===== config.mk =====
export PLATFORM = sky130hd
export DESIGN_NAME = end_generate_flat
export DESIGN_NICKNAME = d
export VERILOG_FILES = /design/src/rtl/end_generate_if.sv /design/src/rtl/end_generate.sv /design/src/flat_wrapper.sv
export SDC_FILE = /design/constraint.sdc
export NUM_CORES = 1
export LEC_CHECK = 0
export CAP_MARGIN = 20
export CORE_ASPECT_RATIO = 0.9
export CORE_MARGIN = 2
export CORE_UTILIZATION = 48
export DETAILED_ROUTE_END_ITERATION = 10
export PLACE_DENSITY = 0.95
export SYNTH_ARGS = -nofsm -noshare
export SYNTH_HDL_FRONTEND = slang
export SYNTH_SLANG_ARGS = --single-unit
export TNS_END_PERCENT = 5

===== constraint.sdc =====
create_clock -name clk -period 2.8 [get_ports clk]
set_input_delay 0.56 -clock clk [delete_from_list [all_inputs] [get_ports clk]]
set_output_delay 0.56 -clock clk [all_outputs]
set_load 0.05 [all_outputs]

===== src/rtl/end_generate_if.sv =====
// TX bus between the MAC datapath and the 64b/66b encoder.
// The master drives one XGMII-style word per cycle; the slave returns 66-bit blocks.
interface end_generate_if #(
    parameter int unsigned DATA_W = 64,
    parameter int unsigned KEEP_W = DATA_W / 8
);
    logic              idle_v_i;
    logic [DATA_W-1:0] data_i;
    logic [KEEP_W-1:0] keep_i;
    logic              start_i;
    logic              last_i;
    logic              err_i;
    logic              ready_o;
    logic              head_v_o;
    logic [1:0]        sync_head_o;
    logic [DATA_W-1:0] data_o;

    modport master (
        output idle_v_i, data_i, keep_i, start_i, last_i, err_i,
        input  ready_o, head_v_o, sync_head_o, data_o
    );

    modport slave (
        input  idle_v_i, data_i, keep_i, start_i, last_i, err_i,
        output ready_o, head_v_o, sync_head_o, data_o
    );
endinterface


===== src/rtl/end_generate.sv =====
// Lite 10GBASE-R PCS 64b/66b transmit encoder: one word in, one 66-bit block out per cycle.
// Optional build macro PCS_SCRAMBLE_EN adds the x^58+x^39+1 self-synchronizing scrambler on data_o.
module end_generate #(
    parameter int unsigned DATA_W       = 64,
    parameter int unsigned KEEP_W       = DATA_W / 8,
    parameter int unsigned BLOCK_TYPE_W = 8
) (
    input  logic         clk,
    input  logic         nreset,
    end_generate_if.slave bus
);
    localparam int unsigned PL_W = DATA_W - BLOCK_TYPE_W;

    localparam logic [1:0]        SYNC_DATA = 2'b01;
    localparam logic [1:0]        SYNC_CTRL = 2'b10;
    localparam logic [DATA_W-1:0] BLK_IDLE  = DATA_W'(64'h1E);
    localparam logic [DATA_W-1:0] BLK_ERR   = {{8{7'h1E}}, 8'h1E};
    localparam logic [DATA_W-1:0] BLK_TERM0 = DATA_W'(64'h87);
    localparam logic [BLOCK_TYPE_W-1:0] TYPE_START = BLOCK_TYPE_W'(8'h78);

    typedef enum logic [1:0] {
        S_IDLE      = 2'd0,
        S_DATA      = 2'd1,
        S_TERM_PEND = 2'd2
    } state_e;

    state_e              state_q, state_d;
    logic                head_v_q;
    logic [1:0]          sync_q, sync_d;
    logic [DATA_W-1:0]   data_q, blk_d, data_nx;

    logic [PL_W-1:0]         term_mask;
    logic [BLOCK_TYPE_W-1:0] term_type;
    logic [3:0]              n_bytes;
    logic                    keep_contig;
    logic                    keep_full;
    logic [DATA_W-1:0]       blk_term;
    logic [DATA_W-1:0]       blk_start;

    // Terminate block: keep the first n bytes behind the type field, zero the rest.
    always_comb begin
        term_mask = '0;
        for (int i = 0; i < KEEP_W - 1; i++) begin
            term_mask[8*i +: 8] = {8{bus.keep_i[i]}};
        end
        n_bytes     = 4'($countones(bus.keep_i));
        keep_full   = (bus.keep_i == 8'hFF);
        keep_contig = ((bus.keep_i & (bus.keep_i + 8'd1)) == 8'd0);
        case (n_bytes)
            4'd0:    term_type = 8'h87;
            4'd1:    term_type = 8'h99;
            4'd2:    term_type = 8'hAA;
            4'd3:    term_type = 8'hB4;
            4'd4:    term_type = 8'hCC;
            4'd5:    term_type = 8'hD2;
            4'd6:    term_type = 8'hE1;
            default: term_type = 8'hFF;
        endcase
        blk_term  = {bus.data_i[PL_W-1:0] & term_mask, term_type};
        blk_start = {bus.data_i[DATA_W-1:BLOCK_TYPE_W], TYPE_START};
    end

    // Next-state and next-block selection.
    always_comb begin
        state_d = state_q;
        sync_d  = SYNC_CTRL;
        blk_d   = BLK_ERR;
        case (state_q)
            S_IDLE: begin
                if (bus.err_i) begin
                    blk_d = BLK_ERR;
                end else if (bus.idle_v_i) begin
                    blk_d = BLK_IDLE;
                end else if (bus.start_i) begin
                    blk_d   = blk_start;
                    state_d = bus.last_i ? S_TERM_PEND : S_DATA;
                end else begin
                    blk_d = BLK_ERR;
                end
            end
            S_DATA: begin
                if (bus.err_i) begin
                    blk_d = BLK_ERR;
                    if (bus.last_i) state_d = S_IDLE;
                end else if (bus.idle_v_i) begin
                    blk_d   = BLK_ERR;
                    state_d = S_IDLE;
                end else if (bus.last_i && keep_full) begin
                    sync_d  = SYNC_DATA;
                    blk_d   = bus.data_i;
                    state_d = S_TERM_PEND;
                end else if (bus.last_i && keep_contig) begin
                    blk_d   = blk_term;
                    state_d = S_IDLE;
                end else if (bus.last_i) begin
                    blk_d   = BLK_ERR;
                    state_d = S_IDLE;
                end else begin
                    sync_d = SYNC_DATA;
                    blk_d  = bus.data_i;
                end
            end
            S_TERM_PEND: begin
                blk_d   = BLK_TERM0;
                state_d = S_IDLE;
            end
            default: begin
                blk_d   = BLK_ERR;
                state_d = S_IDLE;
            end
        endcase
    end

`ifdef PCS_SCRAMBLE_EN
    logic [57:0]       scr_q, scr_d;
    logic [DATA_W-1:0] scr_out;

    // Serial x^58+x^39+1 scrambler unrolled over the 64 payload bits, LSB first.
    always_comb begin
        scr_d   = scr_q;
        scr_out = '0;
        for (int i = 0; i < DATA_W; i++) begin
            scr_out[i] = blk_d[i] ^ scr_d[38] ^ scr_d[57];
            scr_d      = {scr_d[56:0], scr_out[i]};
        end
    end

    always_ff @(posedge clk or negedge nreset) begin
        if (!nreset) scr_q <= '1;
        else         scr_q <= scr_d;
    end

    assign data_nx = scr_out;
`else
    assign data_nx = blk_d;
`endif

    always_ff @(posedge clk or negedge nreset) begin
        if (!nreset) begin
            state_q  <= S_IDLE;
            head_v_q <= 1'b0;
            sync_q   <= SYNC_CTRL;
            data_q   <= BLK_IDLE;
        end else begin
            state_q  <= state_d;
            head_v_q <= 1'b1;
            sync_q   <= sync_d;
            data_q   <= data_nx;
        end
    end

    assign bus.ready_o     = (state_q != S_TERM_PEND);
    assign bus.head_v_o    = head_v_q;
    assign bus.sync_head_o = sync_q;
    assign bus.data_o      = data_q;
endmodule


===== src/flat_wrapper.sv =====
// flat-port wrapper written by rule: the top's interface ports become plain ports
module end_generate_flat 
#(
    parameter int unsigned DATA_W       = 64,
    parameter int unsigned KEEP_W       = DATA_W / 8,
    parameter int unsigned BLOCK_TYPE_W = 8
)
  (clk, nreset, bus_idle_v_i, bus_data_i, bus_keep_i, bus_start_i, bus_last_i, bus_err_i, bus_ready_o, bus_head_v_o, bus_sync_head_o, bus_data_o);
  end_generate_if #(.DATA_W(DATA_W), .KEEP_W(KEEP_W)) bus_i ();
  input  logic clk;
  input  logic nreset;
  input wire logic [$bits(bus_i.idle_v_i)-1:0] bus_idle_v_i;
  input wire logic [$bits(bus_i.data_i)-1:0] bus_data_i;
  input wire logic [$bits(bus_i.keep_i)-1:0] bus_keep_i;
  input wire logic [$bits(bus_i.start_i)-1:0] bus_start_i;
  input wire logic [$bits(bus_i.last_i)-1:0] bus_last_i;
  input wire logic [$bits(bus_i.err_i)-1:0] bus_err_i;
  output wire logic [$bits(bus_i.ready_o)-1:0] bus_ready_o;
  output wire logic [$bits(bus_i.head_v_o)-1:0] bus_head_v_o;
  output wire logic [$bits(bus_i.sync_head_o)-1:0] bus_sync_head_o;
  output wire logic [$bits(bus_i.data_o)-1:0] bus_data_o;
  assign bus_i.idle_v_i = bus_idle_v_i;
  assign bus_i.data_i = bus_data_i;
  assign bus_i.keep_i = bus_keep_i;
  assign bus_i.start_i = bus_start_i;
  assign bus_i.last_i = bus_last_i;
  assign bus_i.err_i = bus_err_i;
  assign bus_ready_o = bus_i.ready_o;
  assign bus_head_v_o = bus_i.head_v_o;
  assign bus_sync_head_o = bus_i.sync_head_o;
  assign bus_data_o = bus_i.data_o;
  end_generate #(.DATA_W(DATA_W), .KEEP_W(KEEP_W), .BLOCK_TYPE_W(BLOCK_TYPE_W)) u_core (.clk(clk), .nreset(nreset), .bus(bus_i));
endmodule

* Word-level counts from Yosys, hierarchy flattened
Cells that the tools add are included.
Operators by class: add/sub/neg operators 8, eq/ne operators 13, muxes and demuxes 25, bitwise gates (word level) 2, reductions and logical operators 6
Operator list (count):
- $mux W64 | 8
- $pmux W64 S3 | 1
- $and A56 B56 Y56 | 1
- $pmux W7 S7 | 1
- $mux W2 | 14
- $add A4 B4 Y4 | 3
- $eq A4 B3 Y1 const B | 3
- $add A1 B1 Y2 | 4
- $add A8 B1 Y8 const B | 1
- $and A8 B8 Y8 | 1
- $eq A4 B2 Y1 const B | 2
- $eq A8 B8 Y1 const B | 1
- $logic_not A8 Y1 | 1
- $ne A2 B2 Y1 const B | 4
- $eq A4 B1 Y1 const B | 1
- $logic_not A4 Y1 | 1
- $pmux W2 S2 | 1
- $reduce_and A3 Y1 | 1
- $eq A2 B1 Y1 const B | 1
- $eq A2 B2 Y1 const B | 1
- $logic_and A1 B1 Y1 | 2
- $logic_not A2 Y1 | 1
Storage, ports and cells: register bits after elaboration 69, input port bits 78, output and inout port bits 68, logic and storage cells 58

* Logic depth before layout (Yosys ltp)
depth in word-level cells 10, mapped depth 12, depth with buffers taken out 11

* Worst setup path after synthesis
No wires, ideal clock.
kind in2reg, start point input port bus_keep_i[0], end point register u_core.data_q[3], in the netlist u_core.bus.data_o[3], setup time 74 ps, arrival 3153 ps, required time 2726 ps, setup slack -426 ps, stages on the path 12, path buffers 1, path through buf_2 inv_1 ha_1 fa_1 inv_1 fa_1 ha_1 fa_1 xnor2_1 xnor2_1 nor2_1 a21oi_1
Between the ends: word-level cells in the longest chain between the ends 10, elaborated cells on any way between the ends 22, classes of those cells add/sub (4); eq/ne (7); mux (6); bitwise (1); reduce/logical (4)
Ends and longest elaborated chain:
- start, declared | line flat_wrapper.sv:14 | input wire logic [$bits(bus_i.keep_i)-1:0] bus_keep_i;
- $add A1 B1 Y2 (implied by the code) | line end_generate.sv:46 | n_bytes = 4'($countones(bus.keep_i));
- $add A4 B4 Y4 (implied by the code) (2 in a row) | line end_generate.sv:46
- $eq A4 B3 Y1 (tied with other cells) | line end_generate.sv:49 | case (n_bytes)
- $pmux W7 S7 | line end_generate.sv:49
- $mux W64 | line end_generate.sv:92 | end else if (bus.last_i && keep_contig) begin
- $mux W64 * | line end_generate.sv:88 | end else if (bus.last_i && keep_full) begin
- $mux W64 * | line end_generate.sv:85 | end else if (bus.idle_v_i) begin
- $mux W64 * | line end_generate.sv:82 | if (bus.err_i) begin
- $pmux W64 S3 * | line end_generate.sv:68 | case (state_q)
- via u_core.blk_d[3] | line end_generate.sv:30 | logic [DATA_W-1:0] data_q, blk_d, data_nx;
- end signal, assigned | line end_generate.sv:148 | data_q <= data_nx;
- end, declared | line end_generate.sv:30
The timed path passes the listed nets; every way through them passes the cells marked *. A chain may end at the register's enable or synchronous reset.

* Worst setup path in the final report
Ends and elaborated chain as after synthesis.

==> metrics.cfg <==
[run_status]
status=finished clean

[pwr]
p_leak_nw=2.389
swShare_pct=36.18
power_frac_comb_pct=36.7
ir_worst_vdd_mv=0.3768
power_frac_seq_pct=36.1
p_clk_share_pct=27.2
p_int_mw=1.942
powerDensity_nw_per_um2=516.3
p_switching_mw=1.101

[synthesis]
yosys-top-cells-count=65 x o21ai_0, 64 x dfrtp_1, 38 x a21oi_1, 37 x nand2_1
yosysTopAreaCellShare_pct=40.86
async_flop_share_pct=100.0
ys_ff_latch=69
synth_top_cell_by_area=dfrtp_1
synth_area_per_cell_um2=9.469
synth_area_leaders=dfrtp_1 41%, o21ai_0 8.3%, and4_1 7.6%
yosysSeqAreaShare_pct=44.21
syn_area_um2=3920
synthFlopType=dfrtp_1
synth_enable_flop_cells=0
synth_most_common_cell=o21ai_0
yosysWarnings=0
yosysUniqueCellTypes=42
syn_nets=504
synth_cells=414

[timing]
fin_crit_ns=2.798
finalSetupViolCount=0
hold_violations=0
finalCritPeriodShare_pct=99.93
clock_skew_ns=0.01006
hold_ws_ns=0.3421
fmax_mhz=357.4
tns_ns=0
setup_ws_ns=0.002000
maxSlewHeadroom_pct=40.41
rsz0062_at_grt=yes
drv_slew=0
tightest_slew_ns=0.8939

[floorplan]
initial_core_util_pct=49.06
pin_count=146
fp.coreArea_um2=7990
rows=31
dieArea_um2=8907
die_h_um=89.73
die_x_um=99.26

[global_route]
grt-ovfl-total=0
grt_pass1_vias=4013
grt_max_degree=40
antenna_found_initial=0
grt_use_total_pct=29.91
grt_pass1_wl_mm=21.01

[worst_setup_path]
regToRegSetupSlack_ns=0.89
crit_top_cell=fa_2
cp.required_ns=3.08
critPathMaxStageDelay_ns=0.56
crit_chain=buf_2 > inv_4 > ha_4 > fa_2 > inv_2 > fa_1 > ha_2 > fa_2 > xnor2_2 > xnor2_1 > nor2_1 > a21oi_1
critical_path_arrival_ns=3.07
rr_worst_depth=5
crit_path_end_kind=flop
cp_top_family=adder cells
r2r-end=u_core.bus.data_o[28]
critPathBufInv=3
crit_fanout=3
critPathSlowestCell=fa_2
critPathKind=in2reg
critPathLaunchType=primary input
reg2reg_from=u_core.state_q[1]

[final_layout]
finish.utilization_pct=73.76
final_nets=655
num_antenna_cells=0
syn2layout_area_growth_pct=50.34
instances_no_fill=669
drive_above_1_share_pct=14.56

[placed_design]
place_ws_ns=-0.8523
numPortBuffers=145
dpl.hpwl_mm=9.557
placed_cells=649
globalplace.congestion=0.8811

[route]
routed-via-count=4043
drtPass1Iterations=6
via_per_inst=6.043
drt_wl_total_mm=13.51
first_iter_violations=365
drtAntennaViolNets=0
wl_per_cell_um=20.19
drc_errors=0

[cts]
cts_tree=yes
cts_buffers=9
cts_num_sinks=69
clock_latency_ns=0.34
clk_pin_slew_ns=0.08
postCtsHoldBufs=0
clockBufferDepth=2
h-tree-depth=3
clock-root-buffer=clkbuf_8

[run]
max_cap_violations=0

[min_path]
hp-class=in2async

[placed cells by master, fill, tap and decap left out, types with 6 or more instances in the layout]
master           netlist  final
clkdlybuf4s50_1        0    138
and4_1                34     34
a21oi_1               38     38
nand4_1                6      6
clkbuf_8               0      9
a32o_1                21     21
buf_4                  3     30
nor2_1                 9      9
dfrtp_1               64     64
inv_1                 10      6
o21ai_0               65     65
nand2_1               37     37
nand2b_1              34     34
[logic make-up after synthesis]
group / share of synthesized area, %
AOI/OAI and AO/OA: 21.61
xor gates and xnor gates: 0.8936
other: 0.09566
buffers and inverters: 6.000
DFF: 44.21
adders and majority gates: 4.596
and+or+nand+nor: 22.60
[metrics by stage]
step / cell area (µm²) / total power, mW
after global routing: 5893 / 3.166
after floorplan: 3988 / 1.750
after detailed placement: 5650 / 2.195
final: 5893 / 3.043
after global placement: 5650 / 2.149
after CTS: 5893 / 3.032
[layout make-up]
class                           count  area (µm²)
Clock buffer                        9       123.9
Clock inverter                      7       75.07
Fill cell                         576        2097
Inverter                           10       42.54
Multi-Input combinational cell    297        2049
Sequential cell                    69        1733
Tap cell                           99       123.9
Timing Repair Buffer              178        1745
[per-layer routing]
layer | track usage, % | part of all wire (%) | up-vias
met5 | 0 | 0 | -
met4 | 7.420 | 1.7 | 0
met3 | 9.642 | 9.6 | 28
met2 | 49.27 | 50 | 230
met1 | 38.26 | 39 | 1975
li1 | - | - | 1810
[registers in the layout, summed over array words and instances, names as in the netlist]
register                flops
u_core.bus.data_o          64
u_core.bus.sync_head_o      2
u_core.bus.head_v_o         1
u_core.state_q              2
[power groups by stage]
stage	Combinational (mW)	Clock, mW	Sequential, mW
global route	1.18	0.879	1.11
finish	1.12	0.828	1.10
floorplan	0.360	0	1.39
detailed placement	1.07	0	1.12
CTS	1.10	0.829	1.10
global placement	1.03	0	1.12
[how the worst max path moves through the flow]
| stage | from | endpoint | cells past startpoint |
|---|---|---|---|
| floorplan | bus_keep_i[0] | u_core.bus.data_o[3] | 12 |
| global placement | bus_keep_i[0] | u_core.bus.data_o[3] | 10 |
| detailed placement | bus_keep_i[0] | u_core.bus.data_o[3] | 10 |
| CTS | bus_keep_i[3] | u_core.bus.data_o[3] | 12 |
| global route | bus_keep_i[5] | u_core.bus.data_o[3] | 12 |
| finish | bus_keep_i[0] | u_core.bus.data_o[3] | 12 |
[timing repair]
action                                  4_1_cts  5_1_grt
cloned                                        0        0
gates resized for setup                      36        1
pin swaps                                    11        4
endpoints found under the setup margin        7        3
buffers inserted                              4        0
(Power assumes the default switching activity.)
